**src/rtl/dvp_camera_emulator_pkg.sv**
```systemverilog
// Shared definitions for the DVP camera emulator: FSM state encoding,
// RGB565 colour-bar constants and byte-select helpers.
package dvp_camera_emulator_pkg;

    typedef enum logic [2:0] {
        ST_IDLE,
        ST_VSYNC,
        ST_V_BACK,
        ST_ACTIVE,
        ST_HBLANK,
        ST_V_FRONT
    } emu_state_e;

    localparam logic [15:0] RGB565_WHITE   = 16'hFFFF;
    localparam logic [15:0] RGB565_YELLOW  = 16'hFFE0;
    localparam logic [15:0] RGB565_CYAN    = 16'h07FF;
    localparam logic [15:0] RGB565_GREEN   = 16'h07E0;
    localparam logic [15:0] RGB565_MAGENTA = 16'hF81F;
    localparam logic [15:0] RGB565_RED     = 16'hF800;
    localparam logic [15:0] RGB565_BLUE    = 16'h001F;
    localparam logic [15:0] RGB565_BLACK   = 16'h0000;

    // Index 0 is the leftmost bar.
    localparam logic [7:0][15:0] BAR_COLORS = {
        RGB565_BLACK, RGB565_BLUE, RGB565_RED, RGB565_MAGENTA,
        RGB565_GREEN, RGB565_CYAN, RGB565_YELLOW, RGB565_WHITE
    };

    function automatic logic [7:0] RGB565_HI(input logic [15:0] p);
        return p[15:8];
    endfunction

    function automatic logic [7:0] RGB565_LO(input logic [15:0] p);
        return p[7:0];
    endfunction

    function automatic int max_int(input int a, input int b);
        return (a > b) ? a : b;
    endfunction

endpackage

```
**src/rtl/cam_emu_pattern.sv**
```systemverilog
// Combinational test-pattern generator: (x, y, frame) -> RGB565 pixel.
// CAM_EMU_COLOR_BARS_EN selects eight vertical colour bars instead of the gradient.
module cam_emu_pattern
    import dvp_camera_emulator_pkg::*;
#(
    parameter int FRAME_WIDTH = 640,
    parameter int XW          = 10,
    parameter int YW          = 9
) (
    input  logic [XW-1:0] x_i,
    input  logic [YW-1:0] y_i,
    input  logic [7:0]    f_i,
    output logic [15:0]   pix_o
);
    logic [15:0] x_ext;
    logic [15:0] y_ext;
    logic        unused_pattern;

    assign x_ext = 16'(x_i);
    assign y_ext = 16'(y_i);

`ifdef CAM_EMU_COLOR_BARS_EN
    localparam int BAR_W = (FRAME_WIDTH / 8 < 1) ? 1 : FRAME_WIDTH / 8;
    logic [15:0] bar_idx;

    // Rounding leftovers on the right edge fold into the last (black) bar.
    assign bar_idx        = x_ext / 16'(BAR_W);
    assign pix_o          = (bar_idx > 16'd7) ? BAR_COLORS[7] : BAR_COLORS[bar_idx[2:0]];
    assign unused_pattern = ^{y_ext, f_i};
`else
    assign pix_o          = {x_ext[4:0], y_ext[5:0], f_i[4:0]};
    assign unused_pattern = ^{x_ext[15:5], y_ext[15:6], f_i[7:5], 16'(FRAME_WIDTH), BAR_COLORS[0]};
`endif

endmodule

```
**src/rtl/dvp_camera_emulator.sv**
```systemverilog
// OV7670-style DVP source: frame/line timing FSM, counters and RGB565 byte mux.
// Pattern selection via CAM_EMU_COLOR_BARS_EN (see cam_emu_pattern).
module dvp_camera_emulator
    import dvp_camera_emulator_pkg::*;
#(
    parameter int FRAME_WIDTH   = 640,
    parameter int FRAME_HEIGHT  = 480,
    parameter int H_BLANK       = 288,
    parameter int VSYNC_LINES   = 3,
    parameter int V_BACK_LINES  = 17,
    parameter int V_FRONT_LINES = 10
) (
    input  logic       clk,
    input  logic       reset,
    input  logic       enable,
    output logic       cam_vsync,
    output logic       href,
    output logic [7:0] p_data,
    output logic       frame_done,
    output logic [7:0] frame_cnt
);
    localparam int LINE_LEN = 2 * FRAME_WIDTH + H_BLANK;
    localparam int CW       = $clog2(LINE_LEN);
    localparam int LMAX     = max_int(max_int(FRAME_HEIGHT, VSYNC_LINES),
                                      max_int(V_BACK_LINES, V_FRONT_LINES));
    localparam int LNW      = (LMAX > 1) ? $clog2(LMAX) : 1;

    localparam logic [CW-1:0]  COL_LINE_END = CW'(LINE_LEN - 1);
    localparam logic [CW-1:0]  COL_ACT_END  = CW'(2 * FRAME_WIDTH - 1);
    localparam logic [CW-1:0]  COL_HBL_END  = CW'(H_BLANK - 1);
    localparam logic [LNW-1:0] VS_END       = LNW'(VSYNC_LINES - 1);
    localparam logic [LNW-1:0] VB_END       = LNW'(V_BACK_LINES - 1);
    localparam logic [LNW-1:0] VF_END       = LNW'(V_FRONT_LINES - 1);
    localparam logic [LNW-1:0] ACT_LAST     = LNW'(FRAME_HEIGHT - 1);

    // Zero-length sync/porch phases are skipped by jumping straight past them.
    localparam emu_state_e FRAME_START = (VSYNC_LINES > 0)  ? ST_VSYNC  :
                                         (V_BACK_LINES > 0) ? ST_V_BACK : ST_ACTIVE;
    localparam emu_state_e AFTER_VSYNC = (V_BACK_LINES > 0) ? ST_V_BACK : ST_ACTIVE;

    emu_state_e     state_q, state_d;
    logic [CW-1:0]  col_q, col_d;
    logic [LNW-1:0] line_q, line_d;
    logic [7:0]     cnt_q, cnt_d;
    logic           frame_end;
    logic           line_wrap;
    logic [15:0]    pix;

    logic           vsync_q, href_q, done_q;
    logic [7:0]     data_q, fcnt_q;

    cam_emu_pattern #(
        .FRAME_WIDTH (FRAME_WIDTH),
        .XW          (CW - 1),
        .YW          (LNW)
    ) u_pattern (
        .x_i   (col_q[CW-1:1]),
        .y_i   (line_q),
        .f_i   (cnt_q),
        .pix_o (pix)
    );

    always_comb begin
        state_d   = state_q;
        col_d     = col_q + 1'b1;
        line_d    = line_q;
        cnt_d     = cnt_q;
        frame_end = 1'b0;
        line_wrap = (col_q == COL_LINE_END);
        case (state_q)
            ST_IDLE: begin
                col_d = '0;
                if (enable) state_d = FRAME_START;
            end
            ST_VSYNC: if (line_wrap) begin
                col_d  = '0;
                line_d = line_q + 1'b1;
                if (line_q == VS_END) begin
                    line_d  = '0;
                    state_d = AFTER_VSYNC;
                end
            end
            ST_V_BACK: if (line_wrap) begin
                col_d  = '0;
                line_d = line_q + 1'b1;
                if (line_q == VB_END) begin
                    line_d  = '0;
                    state_d = ST_ACTIVE;
                end
            end
            ST_ACTIVE: if (col_q == COL_ACT_END) begin
                col_d   = '0;
                state_d = ST_HBLANK;
            end
            // line_q carries the active line index across ACTIVE/HBLANK.
            ST_HBLANK: if (col_q == COL_HBL_END) begin
                col_d = '0;
                if (line_q == ACT_LAST) begin
                    line_d = '0;
                    if (V_FRONT_LINES > 0) state_d = ST_V_FRONT;
                    else                   frame_end = 1'b1;
                end else begin
                    line_d  = line_q + 1'b1;
                    state_d = ST_ACTIVE;
                end
            end
            ST_V_FRONT: if (line_wrap) begin
                col_d  = '0;
                line_d = line_q + 1'b1;
                if (line_q == VF_END) begin
                    line_d    = '0;
                    frame_end = 1'b1;
                end
            end
            default: state_d = ST_IDLE;
        endcase
        if (frame_end) begin
            cnt_d   = cnt_q + 8'd1;
            state_d = enable ? FRAME_START : ST_IDLE;
        end
    end

    // Outputs are registered decodes of the current state, one edge behind it.
    always_ff @(posedge clk) begin
        if (reset) begin
            state_q <= ST_IDLE;
            col_q   <= '0;
            line_q  <= '0;
            cnt_q   <= '0;
            vsync_q <= 1'b0;
            href_q  <= 1'b0;
            data_q  <= '0;
            done_q  <= 1'b0;
            fcnt_q  <= '0;
        end else begin
            state_q <= state_d;
            col_q   <= col_d;
            line_q  <= line_d;
            cnt_q   <= cnt_d;
            vsync_q <= (state_q == ST_VSYNC);
            href_q  <= (state_q == ST_ACTIVE);
            data_q  <= (state_q != ST_ACTIVE) ? 8'h00 :
                       col_q[0] ? RGB565_LO(pix) : RGB565_HI(pix);
            done_q  <= frame_end;
            fcnt_q  <= cnt_q;
        end
    end

    assign cam_vsync  = vsync_q;
    assign href       = href_q;
    assign p_data     = data_q;
    assign frame_done = done_q;
    assign frame_cnt  = fcnt_q;

endmodule

```
**config.mk**
```make
export PLATFORM = sky130hd
export DESIGN_NAME = dvp_camera_emulator
export DESIGN_NICKNAME = d
export VERILOG_FILES = /design/src/rtl/dvp_camera_emulator_pkg.sv /design/src/rtl/cam_emu_pattern.sv /design/src/rtl/dvp_camera_emulator.sv
export SDC_FILE = /design/constraint.sdc
export NUM_CORES = 1
export LEC_CHECK = 0
export CORE_ASPECT_RATIO = 0.9
export CORE_UTILIZATION = 45
export DETAILED_ROUTE_END_ITERATION = 6
export HOLD_SLACK_MARGIN = 0.05
export PLACE_DENSITY = 0.68
export SYNTH_ARGS = -nofsm -noshare
export SYNTH_HDL_FRONTEND = slang
export SYNTH_SLANG_ARGS = --single-unit
```
**constraint.sdc**
```tcl
create_clock -name clk -period 2.2 [get_ports clk]
set_input_delay 0.22 -clock clk [delete_from_list [all_inputs] [get_ports clk]]
set_output_delay 0.22 -clock clk [all_outputs]
set_load 0.01 [all_outputs]
```
== Yosys cells after proc, flatten, opt, wreduce, memory -nomap -nowiden ==
Cells that the tools add are included.

* Register bits: 50
* Bits in latches: 0
* RAM bits: 0
* ROM bits: 0
* Input bits: 3
* Output and inout port bits: 19
* Word-level logic and storage cells: 71
* Memories kept: 0

* Add/subtract/negate cells: 3
* Multiply operators: 0
* Div/mod/pow operators: 0
* Magnitude comparators: 0
* Equal/unequal tests: 25
* Shift operators: 0
* Multiplexer cells: 28
* Bitwise gates (word level): 0
* Reduce and logical (&&, ||, !) cells: 6

{| class="wikitable"
|+ Operators by type and width
! operator !! number
|-
| 9-bit two-way mux || 8
|-
| 11-bit one-hot mux with 4 select lines || 1
|-
| 9-bit one-hot mux with 4 select lines || 1
|-
| 11-bit two-way mux || 3
|-
| 3-bit two-way mux || 9
|-
| 11-bit == test (second input constant) || 2
|-
| 3-bit != test (second input constant) || 7
|-
| 3-bit one-hot mux with 6 select lines || 1
|-
| 11-bit by 1-bit adder with 11-bit output (second input constant) || 1
|-
| 11-bit by 9-bit == test with 1-bit output (second input constant) || 1
|-
| 2-bit != test (second input constant) || 5
|-
| 9-bit by 1-bit adder with 9-bit output (second input constant) || 1
|-
| 9-bit by 2-bit == test with 1-bit output (second input constant) || 1
|-
| 9-bit by 4-bit == test with 1-bit output (second input constant) || 1
|-
| 9-bit by 5-bit == test with 1-bit output (second input constant) || 1
|-
| 9-bit == test (second input constant) || 1
|-
| 8-bit by 1-bit adder with 8-bit output (second input constant) || 1
|-
| 8-bit two-way mux || 1
|-
| 8-bit AND reduction || 1
|-
| 3-bit by 2-bit == test with 1-bit output (second input constant) || 2
|-
| 3-bit == test (second input constant) || 2
|-
| 5-bit AND reduction || 1
|-
| 1-bit two-way mux || 4
|-
| 4-bit nonzero test || 1
|-
| 5 further kinds || 5
|}

== Logic depth before layout (Yosys ltp) ==
Gate-level depths: netlist of run 1.

* Word-level depth: 6
* Gate-level depth with buffers: 9
* Gate-level depth less buffers: 8

== Cells and area by module ==
Synthesis of run 1 repeated with hierarchy kept, for this count alone.

* Cells, all modules: 284
* Area total of the unflattened synthesis: 2560.0 um^2

{| class="wikitable"
|+ Modules (own cells, without submodules)
! module !! instances !! cells an instance !! area each (um^2) !! seq. area each (um^2)
|-
| dvp_camera_emulator || 1 || 268 || 2439.8 || 1001.0
|-
| cam_emu_pattern || 1 || 16 || 120.1 || 0.0
|}

== Worst setup path before layout of run 1 ==
Ideal clock, no wire load.

* Path type: register -> register
* Start: reg line_q[5]
* End: reg state_q[0]
* Setup time: 88 ps
* Arrival: 2127 ps
* Required time: 2112 ps
* Slack: -15 ps
* Cell stages (with the launch flop): 8
* Path buffers: 1
* Period minus slack after synthesis: 2215 ps
* Cells stage by stage: dfxtp_1 buf_6 or4_4 or3_4 or3_4 o31ai_2 a21oi_1 a311oi_2

* Cells in the longest elaborated chain, start to end: 6
* Elaborated cells on any way between the ends: 16
* Those cells by class: 11 x eq/ne; 4 x mux; 1 x reduce/logical

{| class="wikitable"
|+ Ends and longest elaborated chain
! what !! line !! text
|-
| start: declaration || dvp_camera_emulator.sv:43 || <nowiki>logic [LNW-1:0] line_q, line_d;</nowiki>
|-
| start signal: assignment || dvp_camera_emulator.sv:138 || <nowiki>line_q <= line_d;</nowiki>
|-
| 9-bit by 4-bit == test with 1-bit output || dvp_camera_emulator.sv:110 || <nowiki>if (line_q == VF_END) begin</nowiki>
|-
| 1-bit two-way mux || dvp_camera_emulator.sv:110 ||
|-
| 1-bit two-way mux || dvp_camera_emulator.sv:107 || <nowiki>ST_V_FRONT: if (line_wrap) begin</nowiki>
|-
| 1-bit two-way mux || n/a ||
|-
| 3-bit != test (no line) or 2-bit != test (tied branches) || n/a ||
|-
| 8-bit AND reduction (no line) || n/a ||
|-
| end signal: assignment || dvp_camera_emulator.sv:136 || <nowiki>state_q <= state_d;</nowiki>
|-
| end: declaration || dvp_camera_emulator.sv:41 || <nowiki>emu_state_e state_q, state_d;</nowiki>
|}

Parallel ways exist; a longest one is shown, timed or not.
A chain may end at the register's enable or synchronous reset.

== Final worst setup path of run 1 ==
* Start: reg line_q[2]
* End: reg state_q[0]

Same word-level chain as after synthesis.

==> impl_metrics.tcl, run 1 <==
set metrics [dict create \
    run_status "complete, no violations" \
    slew_headroom 0.690 \
    synth.avg_cell_area_um2 9.01 \
    final_cells 371 \
    ant_nets 0 \
    ys.flop_type "dfxtp_1" \
    cts_max_path_buffers 2 \
    wl_per_cell_um 13.3 \
    fmax_mhz 467 \
    synth_top_area_frac 0.437 \
    clk_pin_slew_worst_paths_ns 0.10 \
    drc_errors 0 \
    grt_max_degree 19 \
    p_int_mw 1.42 \
    worstMarginPinSlew_ns 0.462 \
    min_period_ns 2.14 \
    dr_total_vias 1876 \
    synth-async-reset-ratio 0 \
    syn_nets 263 \
    hold_class "reg -> reg" \
    final.period_utilization 0.974 \
    power_density_mw_per_mm2 699 \
    cts_buffers 5 \
    synth_edf_count 0 \
    grt_pass1_vias 1857 \
    hold_ws_ns 0.483 \
    rsz0062_at_grt "yes" \
    coreArea_mm2 0.00486 \
    worst_path_max_delay_cell "or4_4" \
    die_area_mm2 0.00538 \
    fin_skew_ns 0.00695 \
    yosysUniqueCellTypes 43 \
    fillers 418 \
    gp_congestion 0.922 \
    combPwrFrac 0.251 \
    ys_top_cells_by_area "dfxtp_1 (44%), nor2_1 (7.4%), xor2_1 (5.4%)" \
    routed_wirelength_um 4930 \
    path_buf_inv 0 \
    nets 314 \
    slowest_delay_ns 0.55 \
    finalHoldViolCount 0 \
    fin_tns_setup_ns 0 \
    cts_root_buf "clkbuf_8" \
    ir_worst_vdd_uv 365 \
    dp_slack_ns 0.000194 \
    syn_to_final_growth_pct 29.5 \
    cp-end-kind "register" \
    rows 24 \
    ys_warn_count 0 \
    dr.pass1.iters 4 \
    drtIter0Drc 76 \
    htree_levels 2 \
    maxSlewViolCount 0 \
    grt_antenna_before_repair 0 \
    crit_path_start_kind "register" \
    cp_max_fo 4 \
    required_ns 2.42 \
    final_util 0.609 \
    grt_usage 0.197 \
    synth_most_common_cell "dfxtp_1" \
    max-cap-violations 0 \
    drive_gt1_frac 0.222 \
    path_delay_family "simple AND/OR/NAND/NOR gates" \
    start_util 0.471 \
    switchingPower_uw 648 \
    die_x_um 77.2 \
    cts_sinks 50 \
    leakagePower_nw 1.15 \
    pin_count 22 \
    synthTopCellsByCount "dfxtp_1 (50), nor2_1 (45), xor2_1 (14)" \
    port_buffers 21 \
    tritoncts "yes" \
    grt_pass1_wl_um 8420 \
    worstPathArrival_ns 2.37 \
    cp_cell_sequence "or4_4 > or3_4 > or3_4 > o31ai_2 > a21oi_2 > a311oi_2" \
    setup_slack_ns 0.0569 \
    ys_seq_area_frac 0.437 \
    seqPwrFrac 0.477 \
    routed_via_density 5.06 \
    setup_viol 0 \
    clk_latency_ns 0.30 \
    cp_common_cell "or3_4" \
    die_y_um 69.7 \
    power_frac_clock 0.272 \
    ys_ff_latch 50 \
    netlist_instances 254 \
    diodes 0 \
    dp_cells 357 \
    cts-hold-fix-buffers 0 \
    swShare 0.313 \
    dp_hpwl_um 3510 \
    crit_type "reg -> reg" \
    synth_top_area_cell "dfxtp_1" \
    gr-total-overflow 0 \
    syn_area_mm2 0.00229 \
]
flip-flops by register name, summed over array words and instances (netlist names):
name	count
cnt_q	8
col_q	11
p_data	8
href	1
state_q	3
frame_done	1
frame_cnt	8
cam_vsync	1
line_q	9
power groups by stage:
stage	Sequential (mW)	Combinational, mW	Clock (mW)
floorplan	0.993	0.348	0
global placement	1.00	0.484	0
detailed placement	1.00	0.483	0
CTS	0.984	0.485	0.582
global route	0.995	0.571	0.627
finish	0.988	0.520	0.564
routing by layer:
layer | vias up | part of all wire | track usage
met5 | - | 0 | 0
met4 | 0 | 0.018 | 0.0755
met3 | 9 | 0.036 | 0.0395
met2 | 36 | 0.47 | 0.325
met1 | 870 | 0.48 | 0.252
li1 | 961 | - | -
per-stage QoR:
step	power, mW	instance area [um^2]
global placement	1.49	2760
finish	2.07	2960
global route	2.19	2960
floorplan	1.34	2300
detailed placement	1.49	2760
CTS	2.05	2860
final timing paths:
path                            startpoint            to  slack, ns  cells past startpoint
worst max register to register   line_q[2]    state_q[0]       0.06                      6
worst max-delay path             line_q[2]    state_q[0]       0.06                      6
worst min register to register    cnt_q[5]  frame_cnt[5]       0.48                      2
worst min-delay path              cnt_q[5]  frame_cnt[5]       0.48                      2
cell usage in the layout, fill, tap and decap left out, drive strengths merged, types with 2 or more instances in the layout:
master / synthesis / layout
and3: 4 / 4
nor3b: 2 / 2
nand4: 6 / 6
dfxtp: 50 / 50
a2111oi: 2 / 2
nand2: 10 / 10
nor3: 8 / 8
or2: 3 / 3
nor2b: 9 / 9
xnor2: 11 / 11
o31ai: 4 / 4
or3b: 4 / 4
clkbuf: 10 / 5
ha: 6 / 6
mux2i: 10 / 10
buf: 2 / 35
or3: 4 / 4
a21oi: 11 / 11
clkinv: 0 / 2
nand3: 11 / 11
clkdlybuf4s50: 0 / 21
inv: 8 / 9
a311oi: 2 / 2
nor2: 45 / 45
nand2b: 3 / 3
a21o: 3 / 3
xor2: 14 / 14
final cells by class:
type / count / area [um^2] / share of cell area
clock buffers: 5 / 68.8 / 0.0232
well taps: 65 / 81.3 / 0.0274
flip-flops and latches: 50 / 1000 / 0.339
inverters: 8 / 30.0 / 0.0101
clock inverters: 3 / 28.8 / 0.00971
repair buffers: 56 / 483 / 0.163
multi-input cells: 184 / 1270 / 0.428
logic make-up (layout without fill, tap and decap cells):
family | Yosys count | count (layout) | share of synthesized area
fa+ha+maj | 6 | 6 | 0.0328
simple gates | 113 | 113 | 0.261
mux | 10 | 10 | 0.0437
compound gates | 30 | 30 | 0.0934
flops | 50 | 50 | 0.437
buf+inv | 20 | 72 | 0.0366
xor+xnor | 25 | 25 | 0.0956
worst reg2reg max path, delay by kind of cell (launching register included):
| kind | cells | cell delay [ns] |
|---|---|---|
| compound gates | 3 | 0.43 |
| simple gates | 3 | 1.32 |
| flops | 1 | 0.32 |
timing repair:
action | CTS | global route
buffers inserted | 0 | 5
gates resized for setup | 2 | 13
cloned | 0 | 1
endpoints found under the setup margin | 2 | 27
pin swaps | 1 | 3
(Power assumes the default switching activity.)
==> inputs of run 2 (changes only) <==
--- a/config.mk
+++ b/config.mk
@@ -6,6 +6,7 @@
 export NUM_CORES = 1
 export LEC_CHECK = 0
 export CORE_ASPECT_RATIO = 0.9
+export CORE_MARGIN = 2
 export CORE_UTILIZATION = 45
 export DETAILED_ROUTE_END_ITERATION = 6
 export HOLD_SLACK_MARGIN = 0.05
==> run 2 against run 1 <==
- core utilization fell by 1.3 points
- global-route usage shrank 1.7 points
- combinational power is 3% lower
- highest routed layer unchanged
- largest power group unchanged
==> impl_metrics.tcl, run 2 (synthesis gave the netlist of run 1 again) <==
set metrics [dict create \
    cts_max_path_buffers 2 \
    grt_use_met3 0.0542 \
    fin_skew_ns 0.0104 \
    drc_errors 0 \
    min_from "cnt_q[5]" \
    tritoncts "yes" \
    gp_congestion 0.937 \
    diodes 0 \
    die_y_um 71.7 \
    power_mw 2.05 \
    routed_via_density 5.09 \
    setup_viol 0 \
    cts_buffers 5 \
    maxSlewViolCount 0 \
    max-cap-violations 0 \
    largest_reg_flops 11 \
    grt_usage 0.180 \
    dp_cells 355 \
    htree_levels 2 \
    final.period_utilization 0.965 \
    required_ns 2.43 \
    cts_root_buf "clkbuf_8" \
    final_cells 366 \
    top_regs "col_q x11, line_q x9" \
    grt_pass1_vias 1752 \
    slew_headroom 0.648 \
    cts_sinks 50 \
    hold_end "frame_cnt[5]" \
    cp_max_fo 4 \
    dr.pass1.iters 4 \
    r2r-start "line_q[2]" \
    drtIter0Drc 33 \
    cp_common_cell "or3_4" \
    grt_use_met2 0.296 \
    clk_pin_slew_worst_paths_ns 0.10 \
    final_common_cell "dfxtp_1" \
    die_x_um 79.2 \
    fmax_mhz 471 \
    placed_area_mm2 0.00274 \
    grt_antenna_before_repair 0 \
    drive_gt1_frac 0.199 \
    dp_hpwl_um 3590 \
    wl_per_cell_um 13.2 \
    final_cell_area_mm2 0.00290 \
    reg2reg_to "state_q[0]" \
    gr-total-overflow 0 \
    cp_cell_sequence "or4_4 > or3_4 > or3_4 > o31ai_2 > a21oi_2 > a311oi_2" \
    hold_class "reg -> reg" \
    worstMarginPinSlew_ns 0.525 \
    hold_path_depth 2 \
    grt_pass1_wl_um 7940 \
    regMostFlops "col_q" \
    reg2reg_depth 6 \
    finalHoldViolCount 0 \
    pin_count 22 \
    port_buffers 21 \
    syn_to_final_growth_pct 26.7 \
    most-common-layout-cells "dfxtp_1 (49), nor2_1 (45), buf_4 (29)" \
    path_buf_inv 0 \
    rows 24 \
    ant_nets 0 \
    slowest_delay_ns 0.56 \
    worst_path_max_delay_cell "or4_4" \
    crit_type "reg -> reg" \
    ir_worst_vdd_uv 409 \
    nets 309 \
    routed_wirelength_um 4810 \
    grt-busiest-layer "met2" \
    die_area_mm2 0.00568 \
    dr_total_vias 1864 \
    grt_max_degree 19 \
    leakagePower_nw 1.10 \
    worstPathArrival_ns 2.35 \
    coreArea_mm2 0.00486 \
    use_met1 0.224 \
    start_util 0.471 \
    power_density_mw_per_mm2 707 \
    clk_latency_ns 0.31 \
    cp-end-kind "register" \
    crit_path_start_kind "register" \
    min_period_ns 2.12 \
    path_delay_family "simple AND/OR/NAND/NOR gates" \
    rrSetupSlack_ns 0.08 \
    run_status "complete, no violations" \
]
run 2: per-stage QoR:
| step | hold WS [ns] | util | TNS, ns | setup slack (ns) |
|---|---|---|---|---|
| finish | 0.481 | 0.596 | 0 | 0.0779 |
| global route | 0.510 | 0.596 | -0.0274 | -0.0272 |
| CTS | 0.480 | 0.584 | 0 | 0.0101 |
| detailed placement | 0.464 | 0.564 | 0 | 0.0236 |
| global placement | 0.472 | 0.564 | 0 | 0.0663 |
| floorplan | 0.292 | - | -0.0126 | -0.00569 |
run 2: how the worst max path moves through the flow:
stage              start    endpoint  slack [ns]  cells after the start
4_1_cts        line_q[2]  state_q[0]        0.01                      6
5_1_grt         col_q[0]  state_q[2]       -0.03                      8
3_3_place_gp   line_q[2]  state_q[0]        0.07                      6
3_5_place_dp   line_q[2]  state_q[0]        0.02                      6
6_report       line_q[2]  state_q[0]        0.08                      6
2_1_floorplan   col_q[1]   line_q[8]      -0.006                      8
run 2: repair_timing:
action | 4_1_cts | 5_1_grt
endpoints found under the setup margin | 0 | 18
setup buffers | 0 | 3
hold buffers | 0 | 0
resized for setup | 0 | 7
run 2: worst register-to-register path, delay by kind of cell (launching register included):
kind	cells	cell delay (ns)
AO/OA/AOI/OAI	3	0.43
AND/OR/NAND/NOR	3	1.30
flip-flops	1	0.32
run 2: cell type report:
cell class / instances / area [um^2]
clock buffers: 5 / 68.8
clock inverters: 3 / 28.8
fillers: 437 / 1960
inverters: 8 / 30.0
multi-input cells: 184 / 1240
flip-flops and latches: 50 / 1000
well taps: 65 / 81.3
repair buffers: 51 / 448
run 2: power by group:
part,internal [mW],total [mW],switching [mW]
clock network,0.236,0.563,0.327
registers,0.942,0.981,0.0389
logic,0.239,0.506,0.267
run 2: routing by layer:
layer | part of all wire | vias to the layer above
li1 | - | 957
met1 | 0.47 | 865
met2 | 0.47 | 36
met3 | 0.043 | 6
met4 | 0.013 | 0
met5 | 0 | -
